File: src/rtl/dram_lsu_pkg.sv
// Shared encodings and FSM state type for the dram load/store sequencer.
package dram_lsu_pkg;

  localparam logic [1:0] SIZE_B = 2'b00;
  localparam logic [1:0] SIZE_H = 2'b01;
  localparam logic [1:0] SIZE_W = 2'b10;
  localparam logic [1:0] SIZE_R = 2'b11;

  localparam logic [1:0] DATA_SEL_BYTE = 2'b10;

  typedef enum logic [2:0] {StIdle, StStore, StLoad, StLdLast, StResp} state_e;

  // Index of the last byte of an access (N-1).
  function automatic logic [1:0] last_idx(input logic [1:0] size);
    case (size)
      SIZE_B:  return 2'd0;
      SIZE_H:  return 2'd1;
      default: return 2'd3;
    endcase
  endfunction

endpackage

File: src/rtl/dram_lsu_ext.sv
// Sign/zero extender: turns the big-endian load accumulator into an XLEN result.
module dram_lsu_ext
  import dram_lsu_pkg::*;
#(
  parameter int unsigned XLEN = 32
) (
  input  logic [XLEN-1:0] acc,
  input  logic [1:0]      size,
  input  logic            is_unsigned,
  output logic [XLEN-1:0] result
);

  always_comb begin
    result = '0;
    case (size)
      SIZE_B:  result = {{(XLEN-8){~is_unsigned & acc[7]}}, acc[7:0]};
      SIZE_H:  result = {{(XLEN-16){~is_unsigned & acc[15]}}, acc[15:0]};
      SIZE_W:  result = acc;
      default: result = '0;
    endcase
  end

endmodule

File: src/rtl/dram_lsu.sv
// Byte-serial load/store sequencer between the core and a byte-wide dram.
// Build option: DRAM_LSU_MISALIGN_CHECK_EN rejects misaligned half/word accesses.
module dram_lsu
  import dram_lsu_pkg::*;
#(
  parameter int unsigned ADDR_W = 10,
  parameter int unsigned XLEN   = 32
) (
  input  logic              CLK,
  input  logic              RST,
  input  logic              REQ_VALID,
  output logic              REQ_READY,
  input  logic              REQ_WE,
  input  logic [1:0]        REQ_SIZE,
  input  logic              REQ_UNSIGNED,
  input  logic [ADDR_W-1:0] REQ_ADDR,
  input  logic [XLEN-1:0]   REQ_WDATA,
  output logic              RSP_VALID,
  output logic [XLEN-1:0]   RSP_RDATA,
  output logic              RSP_ERR,
  output logic [ADDR_W-1:0] MEM_ADDR,
  output logic [1:0]        MEM_DATA_SEL,
  output logic              MEM_MW,
  output logic [7:0]        MEM_DATA_WRITE,
  input  logic [7:0]        MEM_DATA_BYTE
);

  state_e            state_q, state_d;
  logic [1:0]        cnt_q, cnt_d;
  logic [1:0]        last_q, last_d;
  logic [1:0]        size_q, size_d;
  logic              uns_q, uns_d;
  logic [ADDR_W-1:0] addr_q, addr_d;
  logic [XLEN-1:0]   wsh_q, wsh_d;
  logic [XLEN-1:0]   acc_q, acc_d;
  logic              mw_q, mw_d;
  logic [7:0]        wbyte_q, wbyte_d;
  logic              rsp_valid_q, rsp_valid_d;
  logic              rsp_err_q, rsp_err_d;
  logic [XLEN-1:0]   rsp_rdata_q, rsp_rdata_d;

  logic [XLEN-1:0]   acc_sh;
  logic [XLEN-1:0]   ext_out;
  logic [XLEN-1:0]   wdata_al;
  logic              misalign;

  assign acc_sh = {acc_q[XLEN-9:0], MEM_DATA_BYTE};

  dram_lsu_ext #(
    .XLEN(XLEN)
  ) u_ext (
    .acc        (acc_sh),
    .size       (size_q),
    .is_unsigned(uns_q),
    .result     (ext_out)
  );

`ifdef DRAM_LSU_MISALIGN_CHECK_EN
  assign misalign = ((REQ_SIZE == SIZE_H) && REQ_ADDR[0]) ||
                    ((REQ_SIZE == SIZE_W) && (REQ_ADDR[1:0] != 2'b00));
`else
  assign misalign = 1'b0;
`endif

  // Left-justify store data so byte 0 (the MSB of the access) sits at the top.
  always_comb begin
    case (REQ_SIZE)
      SIZE_B:  wdata_al = REQ_WDATA << (XLEN - 8);
      SIZE_H:  wdata_al = REQ_WDATA << (XLEN - 16);
      default: wdata_al = REQ_WDATA;
    endcase
  end

  always_comb begin
    state_d     = state_q;
    cnt_d       = cnt_q;
    last_d      = last_q;
    size_d      = size_q;
    uns_d       = uns_q;
    addr_d      = addr_q;
    wsh_d       = wsh_q;
    acc_d       = acc_q;
    wbyte_d     = wbyte_q;
    mw_d        = 1'b0;
    rsp_valid_d = 1'b0;
    rsp_err_d   = 1'b0;
    rsp_rdata_d = '0;
    unique case (state_q)
      StIdle: begin
        if (REQ_VALID) begin
          size_d = REQ_SIZE;
          uns_d  = REQ_UNSIGNED;
          last_d = last_idx(REQ_SIZE);
          cnt_d  = 2'd0;
          addr_d = REQ_ADDR;
          acc_d  = '0;
          if ((REQ_SIZE == SIZE_R) || misalign) begin
            state_d     = StResp;
            rsp_valid_d = 1'b1;
            rsp_err_d   = 1'b1;
          end else if (REQ_WE) begin
            state_d = StStore;
            mw_d    = 1'b1;
            wbyte_d = wdata_al[XLEN-1 -: 8];
            wsh_d   = wdata_al << 8;
          end else begin
            state_d = StLoad;
          end
        end
      end
      StStore: begin
        if (cnt_q == last_q) begin
          state_d     = StResp;
          rsp_valid_d = 1'b1;
        end else begin
          cnt_d   = cnt_q + 2'd1;
          addr_d  = addr_q + ADDR_W'(1);
          mw_d    = 1'b1;
          wbyte_d = wsh_q[XLEN-1 -: 8];
          wsh_d   = wsh_q << 8;
        end
      end
      StLoad: begin
        // Read data lags its address by one cycle, so byte i lands while byte i+1 is addressed.
        if (cnt_q != 2'd0) acc_d = acc_sh;
        if (cnt_q == last_q) begin
          state_d = StLdLast;
        end else begin
          cnt_d  = cnt_q + 2'd1;
          addr_d = addr_q + ADDR_W'(1);
        end
      end
      StLdLast: begin
        acc_d       = acc_sh;
        state_d     = StResp;
        rsp_valid_d = 1'b1;
        rsp_rdata_d = ext_out;
      end
      StResp:  state_d = StIdle;
      default: state_d = StIdle;
    endcase
  end

  always_ff @(posedge CLK) begin
    if (RST) begin
      state_q     <= StIdle;
      cnt_q       <= 2'd0;
      last_q      <= 2'd0;
      size_q      <= SIZE_B;
      uns_q       <= 1'b0;
      addr_q      <= '0;
      wsh_q       <= '0;
      acc_q       <= '0;
      mw_q        <= 1'b0;
      wbyte_q     <= 8'h00;
      rsp_valid_q <= 1'b0;
      rsp_err_q   <= 1'b0;
      rsp_rdata_q <= '0;
    end else begin
      state_q     <= state_d;
      cnt_q       <= cnt_d;
      last_q      <= last_d;
      size_q      <= size_d;
      uns_q       <= uns_d;
      addr_q      <= addr_d;
      wsh_q       <= wsh_d;
      acc_q       <= acc_d;
      mw_q        <= mw_d;
      wbyte_q     <= wbyte_d;
      rsp_valid_q <= rsp_valid_d;
      rsp_err_q   <= rsp_err_d;
      rsp_rdata_q <= rsp_rdata_d;
    end
  end

  assign REQ_READY      = (state_q == StIdle);
  assign RSP_VALID      = rsp_valid_q;
  assign RSP_RDATA      = rsp_rdata_q;
  assign RSP_ERR        = rsp_err_q;
  assign MEM_ADDR       = addr_q;
  assign MEM_DATA_SEL   = DATA_SEL_BYTE;
  assign MEM_MW         = mw_q;
  assign MEM_DATA_WRITE = wbyte_q;

endmodule
File: config.mk
export PLATFORM = sky130hd
export DESIGN_NAME = dram_lsu
export DESIGN_NICKNAME = d
export VERILOG_FILES = /design/src/rtl/dram_lsu_pkg.sv /design/src/rtl/dram_lsu_ext.sv /design/src/rtl/dram_lsu.sv
export SDC_FILE = /design/constraint.sdc
export NUM_CORES = 1
export LEC_CHECK = 0
export BUFFER_PORTS_ARGS = -buffer_cell sky130_fd_sc_hd__buf_4
export CAP_MARGIN = 20
export CORE_ASPECT_RATIO = 1.25
export CORE_UTILIZATION = 55
export DETAILED_ROUTE_END_ITERATION = 6
export GPL_ROUTABILITY_DRIVEN = 0
export GPL_TIMING_DRIVEN = 0
export PLACE_DENSITY = 0.81
export SYNTH_ARGS = -nofsm -noshare
export SYNTH_HDL_FRONTEND = slang
export SYNTH_SLANG_ARGS = --single-unit
File: constraint.sdc
create_clock -name CLK -period 4.28 [get_ports CLK]
set_clock_uncertainty 0.2 [all_clocks]
set_input_delay 0.428 -clock CLK [delete_from_list [all_inputs] [get_ports CLK]]
set_output_delay 0.428 -clock CLK [all_outputs]
set_load 0.05 [all_outputs]
==> impl_metrics.xml, run 1 <==
<?xml version="1.0" encoding="UTF-8"?>
<metrics>
  <group name="sta">
    <metric name="achievable-frequency" unit="MHz">422.0</metric>
    <metric name="rsz0062_at_grt" unit="">false</metric>
    <metric name="finalSetupViolCount" unit="">0</metric>
    <metric name="fin_tns_setup" unit="ps">0</metric>
    <metric name="fin_hold_ws" unit="ps">48.10</metric>
    <metric name="drv_slew" unit="">0</metric>
    <metric name="final_period_minus_worst_setup_slack" unit="ps">2370</metric>
    <metric name="finalCritPeriodShare" unit="">0.5536</metric>
    <metric name="tightestPinTransition" unit="ps">880.7</metric>
    <metric name="max_slew_margin" unit="">0.4086</metric>
    <metric name="fin_ws" unit="ps">1910</metric>
    <metric name="timing_hold_violations_final" unit="">0</metric>
  </group>
  <group name="global_route">
    <metric name="initial_antenna_violation_count" unit="">0</metric>
    <metric name="global_route_wire_length_before_repair" unit="um">21270</metric>
    <metric name="globalRoute.totalOverflow" unit="">0</metric>
    <metric name="grt_util_all_layers" unit="">0.2917</metric>
    <metric name="grt_max_degree" unit="">20</metric>
    <metric name="first_global_vias" unit="">4476</metric>
  </group>
  <group name="run">
    <metric name="maxCapViolations" unit="">0</metric>
  </group>
  <group name="floorplanning">
    <metric name="die_h" unit="um">108.5</metric>
    <metric name="initial_utilization" unit="">0.5707</metric>
    <metric name="core_ar" unit="um2">8748</metric>
    <metric name="dieArea" unit="um2">9465</metric>
    <metric name="top_level_ports" unit="">113</metric>
    <metric name="die_x" unit="um">87.22</metric>
    <metric name="num_rows" unit="">38</metric>
  </group>
  <group name="routing">
    <metric name="post-route-drc-count" unit="">0</metric>
    <metric name="wl_per_cell" unit="um">16.61</metric>
    <metric name="first_drt_pass_iteration_count" unit="">5</metric>
    <metric name="met3_length" unit="um">785</metric>
    <metric name="postRouteAntennaNets" unit="">0</metric>
    <metric name="via_count" unit="">4800</metric>
    <metric name="route.top_layer_used" unit="">met4</metric>
    <metric name="routed_wirelength" unit="um">13440</metric>
    <metric name="route.layer.met1.wl" unit="um">5330</metric>
    <metric name="drtIter0Drc" unit="">337</metric>
    <metric name="met2_wirelength" unit="um">6630</metric>
    <metric name="viasPerCell" unit="">5.933</metric>
  </group>
  <group name="critical_path">
    <metric name="worst-setup-path-type" unit="">flip-flop to flip-flop</metric>
    <metric name="worstSetupEndpointType" unit="">flip-flop</metric>
    <metric name="critical_path.reg2reg.startpoint" unit="">state_q[1]</metric>
    <metric name="worst_ep_arrival_time" unit="ps">2420</metric>
    <metric name="cp-start-kind" unit="">flip-flop</metric>
    <metric name="worstSetupStartpoint" unit="">state_q[1]</metric>
    <metric name="critical_path_peak_fanout" unit="">10</metric>
    <metric name="timing.critical_path.required" unit="ps">4330</metric>
  </group>
  <group name="power">
    <metric name="ir_drop" unit="mV">0.2003</metric>
    <metric name="power.density" unit="nW/um2">466.3</metric>
    <metric name="leakage" unit="nW">2.535</metric>
  </group>
  <group name="synth">
    <metric name="yosysUniqueCellTypes" unit="">57</metric>
    <metric name="synth-seq-area-share" unit="">0.4451</metric>
    <metric name="cell_area_synth" unit="um2">4992</metric>
    <metric name="synth.avg_cell_area" unit="um2">8.852</metric>
    <metric name="mappedNetlistNets" unit="">623</metric>
    <metric name="synthArstFlopShare" unit="">0</metric>
    <metric name="ys_seq_elements" unit="">111</metric>
    <metric name="yosysWarnings" unit="">0</metric>
    <metric name="postSynthCellCount" unit="">564</metric>
    <metric name="ys_dominant_reg_cell" unit="">dfxtp_1</metric>
    <metric name="synth_enable_flop_cells" unit="">0</metric>
  </group>
  <group name="run_status">
    <metric name="run_status" unit="">finished, final reports clean</metric>
  </group>
  <group name="cts">
    <metric name="post_cts.repair.setup_buffers" unit="">0</metric>
    <metric name="clkSinkCount" unit="">111</metric>
    <metric name="cts_resized" unit="">0</metric>
    <metric name="path_clk_slew" unit="ps">110</metric>
    <metric name="worst_skew_pair.late_latency" unit="ps">380</metric>
    <metric name="cts_hold_buf" unit="">0</metric>
    <metric name="htreeDepth" unit="">3</metric>
    <metric name="cts_root_buf" unit="">clkbuf_8</metric>
    <metric name="cts_tree" unit="">done</metric>
    <metric name="clock_path_buffers" unit="">2</metric>
    <metric name="inserted_clock_buffers" unit="">9</metric>
  </group>
  <group name="final_layout">
    <metric name="final_cell_mix" unit="">buf_4, dfxtp_1, nand2_1, a21oi_1, mux2i_1</metric>
    <metric name="area_delta_synth_final" unit="%">23.68</metric>
    <metric name="layout.filler_cells" unit="">743</metric>
    <metric name="multi_input_area" unit="um2">2509</metric>
    <metric name="sequential_cell_area" unit="um2">2222</metric>
    <metric name="final_common_cell" unit="">buf_4</metric>
    <metric name="num-nets-final" unit="">743</metric>
    <metric name="drive_above_1_share" unit="">0.2250</metric>
    <metric name="insertedDiodeCount" unit="">0</metric>
  </group>
  <group name="placement">
    <metric name="placement.setup.worst_slack" unit="ps">1911</metric>
    <metric name="dp_hpwl" unit="um">10130</metric>
    <metric name="portBuffers" unit="">109</metric>
  </group>
  <group name="hold_path">
    <metric name="hold_path_class" unit="">input pin to flip-flop</metric>
    <metric name="hold_path.startpoint" unit="">MEM_DATA_BYTE[0]</metric>
  </group>
</metrics>
[synth_stat cells (4+ instances only)]
master,number,area share
o32ai_1,5,0.0088
a221o_1,8,0.016
nor2b_1,4,0.0050
a22oi_1,5,0.0075
mux2i_1,42,0.084
buf_4,5,0.0075
and3_1,4,0.0050
a211oi_1,8,0.012
clkbuf_1,32,0.024
nand2_1,60,0.045
nor3_1,22,0.022
o21ai_0,11,0.011
dfxtp_1,111,0.45
a311oi_1,8,0.014
a21oi_1,55,0.055
o221ai_1,8,0.014
nand2b_1,6,0.0075
nor2_1,31,0.023
and2_1,33,0.041
buf_2,11,0.011
inv_1,5,0.0038
nand4_1,10,0.013
nand3_1,29,0.029
[through the flow]
stage	utilization	instances	cell area [um2]	total power, W
2_1_floorplan	-	564	4992	0.001927
3_3_place_gp	0.6814	793	5961	0.002192
3_5_place_dp	0.6814	793	5961	0.002215
4_1_cts	0.7058	809	6175	0.002864
5_1_grt	0.7058	809	6175	0.003005
6_report	0.7058	809	6175	0.002879
[flip-flops by register name (all words and copies together) (netlist names)]
name            cells
acc_q              24
RSP_ERR             1
RSP_RDATA          32
uns_q               1
size_q              2
RSP_VALID           1
last_q              2
MEM_DATA_WRITE      8
cnt_q               2
MEM_ADDR           10
MEM_MW              1
wsh_q              24
state_q             3
[kinds of logic (layout without fill, tap and decap cells)]
kind of cell / after synthesis / after routing / synth area share
simple gates: 213 / 213 / 0.2165
compound gates: 131 / 131 / 0.1847
flops: 111 / 111 / 0.4451
buf+inv: 57 / 182 / 0.05238
mux: 42 / 42 / 0.08421
xor+xnor: 6 / 6 / 0.01053
fa+ha+maj: 2 / 2 / 0.005012
other cells: 2 / 2 / 0.001504
[metal layers]
metal	global-route usage	vias up
li1	-	2274
met1	0.3388	2251
met2	0.5034	224
met3	0.04580	51
met4	0.1733	0
met5	0	-
[power by group]
part           internal (W)  total [W]  switching (W)
Clock              0.000297   0.000671       0.000374
Combinational      0.000357    0.00100       0.000646
Sequential          0.00113    0.00120      0.0000796
[cell type report]
type / count / share of cell area
timing repair buffer: 109 / 0.1325
sequential: 111 / 0.3599
buffer: 52 / 0.03931
inverter: 5 / 0.003040
tap: 120 / 0.02432
clock buffer: 10 / 0.02229
clock inverter: 6 / 0.01236
multi-input combinational: 396 / 0.4063
[critical path, stage by stage, from the launching register on]
cell,delay (ps)
dfxtp_1,370
buf_4,190
nor3b_2,520
o21ai_2,300
nand2_1,310
buf_4,250
a311oi_2,100
[worst paths after layout]
path,end,slack [ps],depth (start not counted)
max,wsh_q[22],1910,6
min,RSP_RDATA[0],50,2
max reg2reg,wsh_q[22],1910,6
min reg2reg,RSP_RDATA[24],270,2
(Power assumes the default switching activity.)
==> run 2: changes to the inputs <==
--- a/config.mk
+++ b/config.mk
@@ -8,11 +8,11 @@
 export BUFFER_PORTS_ARGS = -buffer_cell sky130_fd_sc_hd__buf_4
 export CAP_MARGIN = 20
 export CORE_ASPECT_RATIO = 1.25
-export CORE_UTILIZATION = 55
+export CORE_UTILIZATION = 54
 export DETAILED_ROUTE_END_ITERATION = 6
 export GPL_ROUTABILITY_DRIVEN = 0
 export GPL_TIMING_DRIVEN = 0
-export PLACE_DENSITY = 0.81
+export PLACE_DENSITY = 0.8
 export SYNTH_ARGS = -nofsm -noshare
 export SYNTH_HDL_FRONTEND = slang
 export SYNTH_SLANG_ARGS = --single-unit
==> constraint.sdc (replaced) <==
create_clock -name CLK -period 2.4 [get_ports CLK]
set_clock_uncertainty 0.2 [all_clocks]
set_input_delay 0.24 -clock CLK [delete_from_list [all_inputs] [get_ports CLK]]
set_output_delay 0.24 -clock CLK [all_outputs]
set_load 0.05 [all_outputs]
==> run 2 against run 1 <==
Setup slack worse by 1900 ps. Die area is 1.8% higher. Sequential power is 79% higher. Cell count is 3.3% higher. Hold slack worse by 28 ps. Routed wire length is 4.4% higher. Fmax is 0.29% lower. Critical path depth is 2 lower. Clock power is 54% higher. First-iteration DRC count is 26% higher. Largest cell class unchanged.
==> impl_metrics.xml, run 2 (synthesis results as in run 1) <==
<?xml version="1.0" encoding="UTF-8"?>
<metrics>
  <group name="run_status">
    <metric name="run_status" unit="">finished, final reports clean</metric>
  </group>
  <group name="sta">
    <metric name="achievable-frequency" unit="MHz">420.8</metric>
    <metric name="drv_slew" unit="">0</metric>
    <metric name="timing_hold_violations_final" unit="">0</metric>
    <metric name="max_slew_margin" unit="">0.3867</metric>
    <metric name="rsz0062_at_grt" unit="">true</metric>
    <metric name="final_period_minus_worst_setup_slack" unit="ps">2376</metric>
    <metric name="finalSetupViolCount" unit="">0</metric>
    <metric name="tightestPinTransition" unit="ps">913.4</metric>
    <metric name="finalCritPeriodShare" unit="">0.9902</metric>
  </group>
  <group name="final_layout">
    <metric name="design_area" unit="um2">6437</metric>
    <metric name="layout.filler_cells" unit="">706</metric>
    <metric name="num-nets-final" unit="">771</metric>
    <metric name="layout.cells.non_filler" unit="">836</metric>
    <metric name="final_cell_mix" unit="">buf_4, dfxtp_1, nand2_1, a21oi_1, mux2i_1</metric>
    <metric name="final_common_cell" unit="">buf_4</metric>
    <metric name="postLayoutCoreUtil" unit="">0.7279</metric>
    <metric name="area_delta_synth_final" unit="%">28.95</metric>
    <metric name="insertedDiodeCount" unit="">0</metric>
    <metric name="drive_above_1_share" unit="">0.2193</metric>
    <metric name="largest_register_ff_count" unit="">32</metric>
  </group>
  <group name="placement">
    <metric name="placedCellCount" unit="">793</metric>
    <metric name="dp_hpwl" unit="um">10010</metric>
    <metric name="portBuffers" unit="">109</metric>
    <metric name="placement.cell_area" unit="um2">5966</metric>
  </group>
  <group name="floorplanning">
    <metric name="core_ar" unit="um2">8843</metric>
    <metric name="initial_utilization" unit="">0.5645</metric>
    <metric name="die_x" unit="um">88</metric>
    <metric name="top_level_ports" unit="">113</metric>
    <metric name="dieArea" unit="um2">9636</metric>
    <metric name="num_rows" unit="">38</metric>
    <metric name="die_h" unit="um">109.5</metric>
  </group>
  <group name="cts">
    <metric name="cts_root_buf" unit="">clkbuf_8</metric>
    <metric name="path_clk_slew" unit="ps">100</metric>
    <metric name="worst_skew_pair.late_latency" unit="ps">390</metric>
    <metric name="cts_tree" unit="">done</metric>
    <metric name="post_cts.repair.setup_buffers" unit="">0</metric>
    <metric name="clock_path_buffers" unit="">2</metric>
    <metric name="inserted_clock_buffers" unit="">9</metric>
    <metric name="clkSinkCount" unit="">111</metric>
    <metric name="htreeDepth" unit="">3</metric>
  </group>
  <group name="routing">
    <metric name="viasPerCell" unit="">5.858</metric>
    <metric name="wl_per_cell" unit="um">16.79</metric>
    <metric name="first_drt_pass_iteration_count" unit="">5</metric>
    <metric name="routed_wirelength" unit="um">14040</metric>
    <metric name="post-route-drc-count" unit="">0</metric>
    <metric name="via_count" unit="">4897</metric>
    <metric name="postRouteAntennaNets" unit="">0</metric>
    <metric name="drtIter0Drc" unit="">424</metric>
  </group>
  <group name="critical_path">
    <metric name="worst_ep_arrival_time" unit="ps">2470</metric>
    <metric name="cp_peak_stage_delay" unit="ps">740</metric>
    <metric name="worst-setup-path-type" unit="">flip-flop to flip-flop</metric>
    <metric name="cp-start-kind" unit="">flip-flop</metric>
    <metric name="worstSetupEndpointType" unit="">flip-flop</metric>
    <metric name="cpMaxStageDelayCell" unit="">xnor2_1</metric>
    <metric name="critical_path_peak_fanout" unit="">9</metric>
    <metric name="critical_path_cell_sequence" unit="">xnor2_1, nor2_1, a22o_1, a221oi_1</metric>
    <metric name="timing.critical_path.required" unit="ps">2500</metric>
  </group>
  <group name="run">
    <metric name="maxCapViolations" unit="">0</metric>
  </group>
  <group name="power">
    <metric name="power.density" unit="nW/um2">779.7</metric>
    <metric name="ir_drop" unit="mV">0.3780</metric>
    <metric name="power.total" unit="W">0.005019</metric>
    <metric name="leakage" unit="nW">2.642</metric>
  </group>
  <group name="global_route">
    <metric name="grt_util_all_layers" unit="">0.3087</metric>
    <metric name="global_route_wire_length_before_repair" unit="um">22760</metric>
    <metric name="grt_max_degree" unit="">18</metric>
    <metric name="initial_antenna_violation_count" unit="">0</metric>
    <metric name="first_global_vias" unit="">4781</metric>
    <metric name="globalRoute.totalOverflow" unit="">0</metric>
  </group>
  <group name="hold_path">
    <metric name="hold_path_class" unit="">input pin to flip-flop</metric>
  </group>
</metrics>
-- run 2: final timing paths --
| path | from | endpoint | slack [ps] | cells after the start |
|---|---|---|---|---|
| hold reg to reg | acc_q[19] | RSP_RDATA[27] | 270 | 2 |
| setup / recovery | state_q[0] | MEM_ADDR[6] | 20 | 4 |
| setup reg to reg | state_q[0] | MEM_ADDR[6] | 20 | 4 |
| hold / removal | REQ_ADDR[2] | MEM_ADDR[2] | 20 | 3 |
-- run 2: stage by stage --
stage / hold slack (ps) / setup WS [ps] / TNS, ps
2_1_floorplan: 161.7 / 39.24 / 0
3_3_place_gp: 248.6 / 153.0 / 0
3_5_place_dp: 250.4 / 90.95 / 0
4_1_cts: 7.409 / 58.64 / 0
5_1_grt: 26.84 / -71.26 / -85.15
6_report: 19.63 / 23.55 / 0
-- run 2: report_power, final --
group	internal, W	switching, W	leakage (nW)
Combinational	0.000671	0.00117	1.65
Clock	0.000400	0.000631	0.0881
Sequential	0.00201	0.000141	0.901
-- run 2: final cells by class --
cell class | count | area [um2] | area share
Tap cell | 120 | 150.1 | 0.02332
Multi-Input combinational cell | 396 | 2526 | 0.3924
Clock buffer | 10 | 137.6 | 0.02138
Clock inverter | 5 | 35.03 | 0.005442
Inverter | 5 | 18.77 | 0.002915
Buffer | 51 | 239.0 | 0.03712
Timing Repair Buffer | 138 | 1109 | 0.1722
Sequential cell | 111 | 2222 | 0.3452
-- run 2: timing repair --
item / CTS / global route
endpoints found under the setup margin: 0 / 20
resized for setup: 0 / 3
endpoints found under the hold margin: 30 / 0
hold buffers: 29 / 0
-- run 2: routing by layer --
layer | vias up | wire length [um] | global-route usage | part of all wire
met2 | 248 | 7302 | 0.5515 | 0.52
met4 | 0 | 705 | 0.2037 | 0.050
li1 | 2331 | - | - | -
met1 | 2266 | 5222 | 0.3410 | 0.37
met5 | - | 0 | 0 | 0
met3 | 52 | 807 | 0.03604 | 0.057
-- run 2: worst max-delay path: cells and delay by family, from the launching register on --
kind             cells  cell delay, ps
AO/OA/AOI/OAI        2             560
XOR/XNOR             1             740
AND/OR/NAND/NOR      1             400
flip-flops           1             380
==> run 3: changes to the inputs <==
--- a/config.mk
+++ b/config.mk
@@ -13,6 +13,7 @@
 export GPL_ROUTABILITY_DRIVEN = 0
 export GPL_TIMING_DRIVEN = 0
 export PLACE_DENSITY = 0.8
+export REMOVE_ABC_BUFFERS = 1
 export SYNTH_ARGS = -nofsm -noshare
 export SYNTH_HDL_FRONTEND = slang
 export SYNTH_SLANG_ARGS = --single-unit
==> run 3 against run 2 <==
First-iteration DRC count fell by 22%. Critical path type unchanged. Largest cell class unchanged. Total power rose by 5.5%. Largest power group unchanged. Clock-buffer cell count fell by 1.
==> impl_metrics.xml, run 3 (synthesis results as in run 1) <==
<?xml version="1.0" encoding="UTF-8"?>
<metrics>
  <group name="placement">
    <metric name="dp_hpwl" unit="um">7715</metric>
    <metric name="placement.cell_area" unit="um2">5787</metric>
    <metric name="placedCellCount" unit="">746</metric>
    <metric name="portBuffers" unit="">110</metric>
  </group>
  <group name="critical_path">
    <metric name="cp-start-kind" unit="">flip-flop</metric>
    <metric name="critical_path_peak_fanout" unit="">16</metric>
    <metric name="worstRegToRegCells" unit="">5</metric>
    <metric name="worst-setup-path-type" unit="">flip-flop to flip-flop</metric>
    <metric name="worstSetupEndpointType" unit="">flip-flop</metric>
    <metric name="critical_path_cell_sequence" unit="">or3b_1, a21oi_4, buf_4, nor3_1, a311oi_2</metric>
    <metric name="cpMaxStageDelayCell" unit="">or3b_1</metric>
    <metric name="cp_peak_stage_delay" unit="ps">680</metric>
    <metric name="worst_ep_arrival_time" unit="ps">2370</metric>
    <metric name="timing.critical_path.required" unit="ps">2500</metric>
  </group>
  <group name="final_layout">
    <metric name="layout.cells.non_filler" unit="">802</metric>
    <metric name="area_delta_synth_final" unit="%">29.32</metric>
    <metric name="design_area" unit="um2">6456</metric>
    <metric name="largest_register_ff_count" unit="">32</metric>
    <metric name="final_cell_mix" unit="">buf_4, dfxtp_1, nand2_1, a21oi_1, mux2i_1</metric>
    <metric name="drive_above_1_share" unit="">0.2346</metric>
    <metric name="final_common_cell" unit="">buf_4</metric>
    <metric name="insertedDiodeCount" unit="">0</metric>
    <metric name="layout.filler_cells" unit="">669</metric>
    <metric name="num-nets-final" unit="">736</metric>
  </group>
  <group name="power">
    <metric name="power_frac_clock" unit="">0.245</metric>
    <metric name="switching_share" unit="">0.3739</metric>
    <metric name="leakage" unit="nW">2.634</metric>
    <metric name="power.density" unit="nW/um2">820.2</metric>
    <metric name="seqPwrFrac" unit="">0.413</metric>
    <metric name="power.combinational.fraction" unit="">0.341</metric>
    <metric name="ir_drop" unit="mV">0.4546</metric>
    <metric name="net-switching-power" unit="W">0.001980</metric>
    <metric name="internal_power" unit="W">0.003315</metric>
  </group>
  <group name="cts">
    <metric name="path_clk_slew" unit="ps">110</metric>
    <metric name="htreeDepth" unit="">3</metric>
    <metric name="cts_tree" unit="">done</metric>
    <metric name="clkSinkCount" unit="">111</metric>
    <metric name="inserted_clock_buffers" unit="">9</metric>
    <metric name="clock_path_buffers" unit="">2</metric>
    <metric name="cts_root_buf" unit="">clkbuf_8</metric>
    <metric name="worst_skew_pair.late_latency" unit="ps">380</metric>
  </group>
  <group name="sta">
    <metric name="timing_hold_violations_final" unit="">0</metric>
    <metric name="finalCritPeriodShare" unit="">0.9482</metric>
    <metric name="max_slew_margin" unit="">0.4090</metric>
    <metric name="tightestPinTransition" unit="ps">880.1</metric>
    <metric name="achievable-frequency" unit="MHz">439.4</metric>
    <metric name="finalSetupViolCount" unit="">0</metric>
    <metric name="final_period_minus_worst_setup_slack" unit="ps">2276</metric>
    <metric name="drv_slew" unit="">0</metric>
  </group>
  <group name="global_route">
    <metric name="global_route_wire_length_before_repair" unit="um">20570</metric>
    <metric name="globalRoute.totalOverflow" unit="">0</metric>
    <metric name="grt_util_all_layers" unit="">0.2716</metric>
    <metric name="initial_antenna_violation_count" unit="">0</metric>
    <metric name="grt_max_degree" unit="">86</metric>
    <metric name="first_global_vias" unit="">4411</metric>
  </group>
  <group name="routing">
    <metric name="via_count" unit="">4761</metric>
    <metric name="drtIter0Drc" unit="">329</metric>
    <metric name="first_drt_pass_iteration_count" unit="">5</metric>
    <metric name="post-route-drc-count" unit="">0</metric>
    <metric name="postRouteAntennaNets" unit="">0</metric>
    <metric name="viasPerCell" unit="">5.936</metric>
    <metric name="routed_wirelength" unit="um">12790</metric>
    <metric name="wl_per_cell" unit="um">15.95</metric>
  </group>
  <group name="floorplanning">
    <metric name="core_ar" unit="um2">8843</metric>
    <metric name="top_level_ports" unit="">113</metric>
    <metric name="num_rows" unit="">38</metric>
    <metric name="die_x" unit="um">88</metric>
    <metric name="initial_utilization" unit="">0.5645</metric>
    <metric name="die_h" unit="um">109.5</metric>
    <metric name="dieArea" unit="um2">9636</metric>
  </group>
  <group name="run">
    <metric name="maxCapViolations" unit="">0</metric>
  </group>
  <group name="hold_path">
    <metric name="hold_path_class" unit="">input pin to flip-flop</metric>
    <metric name="min_delay_path_depth" unit="">3</metric>
  </group>
  <group name="run_status">
    <metric name="run_status" unit="">finished, final reports clean</metric>
  </group>
</metrics>
[run 3: cell types whose count changed in the layout (fill, tap and decap cells not counted), moves of 2 or more]
cell | previous run | this run
buf_1 | 2 | 0
buf_2 | 11 | 0
buf_4 | 114 | 120
bufinv_16 | 0 | 2
clkbuf_1 | 31 | 0
clkinv_2 | 2 | 0
dfxtp_1 | 111 | 108
dfxtp_2 | 0 | 3
inv_6 | 0 | 2
inv_8 | 0 | 2
[run 3: worst max-delay path: cells and delay by family (launching register included)]
family	cells	cell delay, ps
buffers and inverters	1	200
flip-flops	1	560
AO/OA/AOI/OAI	2	490
AND/OR/NAND/NOR	2	750
[run 3: per-stage QoR]
| stage | utilization | total power [W] | TNS (ps) | hold slack, ps | setup slack, ps |
|---|---|---|---|---|---|
| floorplan | - | 0.003332 | -12350 | 107.9 | -733.3 |
| global placement | 0.6474 | 0.003804 | -55750 | 249.9 | -1062 |
| detailed placement | 0.6544 | 0.003880 | -30250 | 248.4 | -923.5 |
| CTS | 0.7206 | 0.005237 | -6.982 | 4.804 | -6.982 |
| global route | 0.7301 | 0.005529 | -5.816 | 11.14 | -5.816 |
| finish | 0.7301 | 0.005295 | 0 | 7.165 | 124.3 |
[run 3: per-layer routing]
layer  routed length, um  track usage  vias up
met5                   0            0        -
met4                 261       0.1136        0
met1                5288       0.3325     2261
met2                6426       0.4612      210
li1                    -            -     2264
met3                 818      0.05480       26
[run 3: repair_timing]
item                                    in CTS  in global routing
pin swaps                                    2                  1
hold endpoints to repair                    28                  0
buffers inserted                             2                  6
endpoints found under the setup margin      59                 49
gates resized for setup                      9                  4
cloned                                       2                  0
hold buffers                                28                  0
[run 3: worst paths after layout]
check	start	to	slack, ps
worst max-delay path	state_q[0]	wsh_q[23]	120
worst min register to register	wsh_q[9]	wsh_q[9]	270
worst min-delay path	REQ_ADDR[0]	MEM_ADDR[0]	7
worst max register to register	state_q[0]	wsh_q[23]	120
[run 3: final cells by class]
| cell class | count | area, um2 | share of cell area |
|---|---|---|---|
| well taps | 120 | 150.1 | 0.02326 |
| flip-flops and latches | 111 | 2226 | 0.3448 |
| repair buffers | 152 | 1255 | 0.1944 |
| clock buffers | 9 | 123.9 | 0.01919 |
| clock inverters | 7 | 108.9 | 0.01686 |
| multi-input cells | 398 | 2574 | 0.3986 |
| inverters | 5 | 18.77 | 0.002907 |
[run 3: power by group through the flow]
stage | combinational, W | sequential (W) | clock [W]
after floorplan | 0.000871 | 0.00246 | 0
after global placement | 0.00160 | 0.00221 | 0
after detailed placement | 0.00167 | 0.00221 | 0
after CTS | 0.00175 | 0.00218 | 0.00131
after global routing | 0.00193 | 0.00221 | 0.00139
final | 0.00181 | 0.00219 | 0.00130
